File: src/rtl/bit4_plus_sweeper_pkg.sv
// Shared types and constants for the 4-bit adder exhaustive sweeper.
package bit4_sweep_pkg;

  localparam int OP_W          = 4;
  localparam int NUM_PAIRS     = 256;
  localparam int ERR_W_DEFAULT = 9;

  typedef enum logic [1:0] {
    IDLE = 2'd0,
    RUN  = 2'd1,
    DONE = 2'd2
  } state_t;

  function automatic logic [OP_W:0] golden_sum(input logic [OP_W-1:0] a,
                                               input logic [OP_W-1:0] b);
    return {1'b0, a} + {1'b0, b};
  endfunction

endpackage

File: src/rtl/bit4_plus_sweeper_pair_counter.sv
// Nested opA/opB operand counter with a per-pair hold down-counter.
module bit4_pair_counter
  import bit4_sweep_pkg::*;
#(
  parameter int SETTLE = 1
) (
  input  logic            clk,
  input  logic            rst_n,
  input  logic            clr,
  input  logic            adv,
  output logic [OP_W-1:0] opA,
  output logic [OP_W-1:0] opB,
  output logic            last_pair,
  output logic            sample_now
);

  localparam logic [3:0] HOLD_INIT = 4'(SETTLE - 1);

  logic [3:0] hold;

  assign sample_now = (hold == 4'd0);
  assign last_pair  = (&opA) && (&opB);

  always_ff @(posedge clk) begin
    if (!rst_n) begin
      opA  <= '0;
      opB  <= '0;
      hold <= '0;
    end else if (clr) begin
      opA  <= '0;
      opB  <= '0;
      hold <= HOLD_INIT;
    end else if (adv) begin
      if (sample_now) begin
        hold <= HOLD_INIT;
        // the final pair stays on the adder inputs once the sweep ends
        if (!last_pair) begin
          opB <= opB + 1'b1;
          if (&opB) opA <= opA + 1'b1;
        end
      end else begin
        hold <= hold - 1'b1;
      end
    end
  end

endmodule

File: src/rtl/bit4_plus_sweeper.sv
// Exhaustive in-system checker for a 4-bit adder: sweeps all operand pairs,
// compares {cout,sum} against the golden sum and records errors.
module bit4_plus_sweeper
  import bit4_sweep_pkg::*;
#(
  parameter int SETTLE = 1,
  parameter int ERR_W  = ERR_W_DEFAULT
) (
  input  logic             clk,
  input  logic             rst_n,
  input  logic             start,
  input  logic             abort,
  output logic [OP_W-1:0]  opA,
  output logic [OP_W-1:0]  opB,
  input  logic [OP_W-1:0]  sum_i,
  input  logic             cout_i,
  output logic             busy,
  output logic             done,
  output logic             pass,
  output logic [ERR_W-1:0] err_cnt,
  output logic             first_err_valid,
  output logic [OP_W-1:0]  first_err_a,
  output logic [OP_W-1:0]  first_err_b
);

  localparam logic [ERR_W-1:0] ERR_MAX = ERR_W'(NUM_PAIRS);

  state_t state, state_nx;
  logic   clr, adv, go, do_cmp;
  logic   last_pair, sample_now, mismatch;

  bit4_pair_counter #(.SETTLE(SETTLE)) u_pair_counter (
    .clk        (clk),
    .rst_n      (rst_n),
    .clr        (clr),
    .adv        (adv),
    .opA        (opA),
    .opB        (opB),
    .last_pair  (last_pair),
    .sample_now (sample_now)
  );

  always_ff @(posedge clk) begin
    if (!rst_n) state <= IDLE;
    else        state <= state_nx;
  end

  always_comb begin
    state_nx = state;
    clr      = 1'b0;
    adv      = 1'b0;
    go       = 1'b0;
    do_cmp   = 1'b0;
    case (state)
      IDLE, DONE: begin
        if (start) begin
          state_nx = RUN;
          clr      = 1'b1;
          go       = 1'b1;
        end
      end
      RUN: begin
        // abort suppresses any compare due on the same edge
        if (abort) begin
          state_nx = IDLE;
          clr      = 1'b1;
        end else begin
          adv = 1'b1;
          if (sample_now) begin
            do_cmp = 1'b1;
            if (last_pair) state_nx = DONE;
          end
        end
      end
      default: state_nx = IDLE;
    endcase
  end

  assign mismatch = ({cout_i, sum_i} != golden_sum(opA, opB));

  always_ff @(posedge clk) begin
    if (!rst_n || go) begin
      err_cnt         <= '0;
      first_err_valid <= 1'b0;
      first_err_a     <= '0;
      first_err_b     <= '0;
    end else if (do_cmp && mismatch) begin
      if (err_cnt != ERR_MAX) err_cnt <= err_cnt + 1'b1;
      if (!first_err_valid) begin
        first_err_valid <= 1'b1;
        first_err_a     <= opA;
        first_err_b     <= opB;
      end
    end
  end

  assign busy = (state == RUN);
  assign done = (state == DONE);
  assign pass = done && (err_cnt == '0);

endmodule

File: config.mk
export PLATFORM = sky130hd
export DESIGN_NAME = bit4_plus_sweeper
export DESIGN_NICKNAME = d
export VERILOG_FILES = /design/src/rtl/bit4_plus_sweeper_pkg.sv /design/src/rtl/bit4_plus_sweeper_pair_counter.sv /design/src/rtl/bit4_plus_sweeper.sv
export SDC_FILE = /design/constraint.sdc
export NUM_CORES = 1
export LEC_CHECK = 0
export BUFFER_PORTS_ARGS = -buffer_cell sky130_fd_sc_hd__buf_2
export CAP_MARGIN = 30
export CORE_ASPECT_RATIO = 0.8
export CORE_MARGIN = 2
export CORE_UTILIZATION = 40
export CTS_CLUSTER_DIAMETER = 120
export CTS_CLUSTER_SIZE = 12
export DETAILED_ROUTE_END_ITERATION = 10
export GPL_ROUTABILITY_DRIVEN = 0
export SETUP_SLACK_MARGIN = 0.02
export SYNTH_ARGS = -nofsm -noshare
export SYNTH_HDL_FRONTEND = slang
export SYNTH_HIERARCHICAL = 1
export SYNTH_SLANG_ARGS = --single-unit
File: constraint.sdc
create_clock -name clk -period 3.51 [get_ports clk]
set_clock_uncertainty 0.2 [all_clocks]
set_input_delay 0.702 -clock clk [delete_from_list [all_inputs] [get_ports clk]]
set_output_delay 0.702 -clock clk [all_outputs]
set_load 0.02 [all_outputs]
==> out/metrics.cfg <==
[synthesis]
synth_edf_count=0
syn_area_um2=1770
synth_cell_types=40
ys_seq_area_frac=0.361
avgSynthCellArea_um2=8.87
postSynth.asyncResetShare=0
ys_warn_count=6
yosys_most_used_dff=dfxtp_1
ys_ff_latch=32
synthesis.nets=218
synthCells=200

[floorplan]
start_util=0.419
core_um2=4230
pin_count=38
die_y_um=63.6
num_rows=21
die_w_um=78.5
die_area_um2=4990

[critical_path]
rrSetupSlack_ns=0.77
start_kind=flop
crit_arrival_ns=2.75
crit_slowest_cell=a211oi_4
crit_type=reg2reg
crit_fanout=10
required_ns=3.53
worstPathCellList=ha_1, fa_1, a21o_1, a21oi_1, xor2_2, a211oi_4, mux2i_1
cpPeakStageDelay_ns=0.56
cp_top_family=compound AO/OA/AOI/OAI gates
crit_path_end_kind=flop
critPathBufInv=0

[placement]
io_buffer_count=37
place_ws_ns=0.745
hpwl_um=2910
dpl_cell_area_um2=2010

[detailed_routing]
viasPerCell=5.05
drtPass1Iterations=4
drt_iter0_markers=85
drt_wl_total_um=3880
via_count=1505
wl_per_cell_um=13.0
ant_nets=0
drc=0

[layout]
drive_gt1_frac=0.228
antenna_cells=0
final_area_um2=2120
n_fill_cell=434
final-seq-area_um2=641
layout.nets=258
multi_input_area_um2=1090
areaGrowthSynthToFinish_pct=19.7

[global_route]
grt_pass1_wl_um=6590
grt_max_degree=23
grt_pass1_vias=1378
grt_overflow_total=0
antenna_found_initial=0
grt.total_usage=0.167

[clocking]
numCtsBuffers=5
htree_levels=2
postCtsSetupBuffers=0
cts_tree=done
cts_hold_buf=0
cts_buffer_depth=2
cts.clk_slew.worst_paths_ns=0.08
clk_latency_ns=0.29
ctsResizeCount=0
clock-sinks=32
clockRootBuffer=clkbuf_8

[power_and_ir_drop]
power.leakage_nw=0.886
irDropWorstVdd_uv=248
power_density_nw_per_um2=367

[timing]
rsz0062_at_grt=false
max_freq_mhz=366
final-max-slew-violation-count=0
tightest_slew_ns=0.784
finalCriticalPeriod_ns=2.74
fin_tns_setup_ns=0
relSlewSlack=0.478
finalHoldViolations=0
setup_slack_ns=0.775
setup_viol=0
finalCritPeriodShare=0.779

[min_path]
hold_path.class=reg2reg

[run]
drv_cap=0

[outcome]
run_status=finished, final reports clean

==> cells in the final DEF (no fill, tap or decap), drive strengths merged, types with 2 or more instances in the layout <==
master   count
nand4        6
o21ai        6
xor2         6
ha           8
xnor2        4
nand2b      11
mux2i       18
clkbuf       5
nor2         7
or3          4
inv          4
nor2b        2
nor3         2
buf         38
dfxtp       32
nand2       38
nor4         2
nand3        8
a21oi       16
a21o         2
and3         3
and2         2
o2111ai      2
==> worst min-delay path, stage by stage, from the launching register on <==
cell     delay (ns)
dfxtp_1        0.31
nand2_1        0.05
mux2i_1        0.05
==> metal layers <==
metal | share of wire | GRT usage | wire length, µm | vias up
met5 | 0 | 0 | 0 | -
met4 | 0.0080 | 0.0526 | 31 | 0
met3 | 0.051 | 0.0458 | 197 | 4
met2 | 0.42 | 0.240 | 1630 | 31
met1 | 0.52 | 0.240 | 2020 | 684
li1 | - | - | - | 786
==> cell type report <==
cell class,count,share of cell area
clock buffer,5,0.0324
clock inverter,3,0.0200
inverter,4,0.00707
multi-input combinational,159,0.514
sequential,32,0.302
tap,57,0.0336
timing repair buffer,38,0.0907
==> logic make-up after synthesis <==
logic type / after synthesis / synth area share
muxes: 18 / 0.102
DFF: 32 / 0.361
and+or+nand+nor: 90 / 0.263
adders and majority gates: 9 / 0.0677
buffers and inverters: 9 / 0.0233
xor gates and xnor gates: 10 / 0.0536
AOI/OAI and AO/OA: 32 / 0.130
==> final timing paths <==
| path | cells after the start | from | endpoint |
|---|---|---|---|
| setup reg to reg | 7 | u_pair_counter/opA[0] | first_err_b[1] |
| hold reg to reg | 2 | first_err_b[0] | first_err_b[0] |
| hold / removal | 2 | first_err_b[0] | first_err_b[0] |
| setup / recovery | 7 | u_pair_counter/opA[0] | first_err_b[1] |
==> per-stage QoR <==
stage                     std cells  hold slack, ns  total power [mW]  utilization
after CTS                       298           0.257             0.790        0.502
final                           298           0.263             0.780        0.502
after detailed placement        290           0.246             0.434        0.476
after global placement          290           0.241             0.434        0.476
after global routing            298           0.282             0.814        0.502
after floorplan                 200           0.264             0.419            -
==> report_power, final <==
group / total, mW / internal (mW) / switching [mW]
clock: 0.355 / 0.210 / 0.145
sequential: 0.367 / 0.365 / 0.00251
combinational: 0.0576 / 0.0214 / 0.0362
==> synthesized netlist by cell type, types with 2 or more instances <==
cell type	count	area [µm²]
nor4_1	2	12.5
clkbuf_1	4	15.0
a21oi_1	16	80.1
and3_1	3	18.8
nor2b_1	2	12.5
dfxtp_1	32	641
nor2_1	6	22.5
o21ai_0	6	30.0
nand2_1	37	139
mux2i_1	18	180
inv_1	4	15.0
nand4_1	6	37.5
ha_1	8	100
and2_1	2	12.5
xnor2_1	4	35.0
xor2_1	5	43.8
nand2b_1	11	68.8
nand3_1	8	40.0
or3_1	4	25.0
nor3_1	2	10.0
==> sequential cells by signal, summed over array words and instances, names as in the netlist <==
signal,cells
u_pair_counter/opA,4
u_pair_counter/opB,4
first_err_valid,1
u_pair_counter/hold,4
first_err_b,4
first_err_a,4
err_cnt,9
state,2
Power figures use the tool's default switching activity.
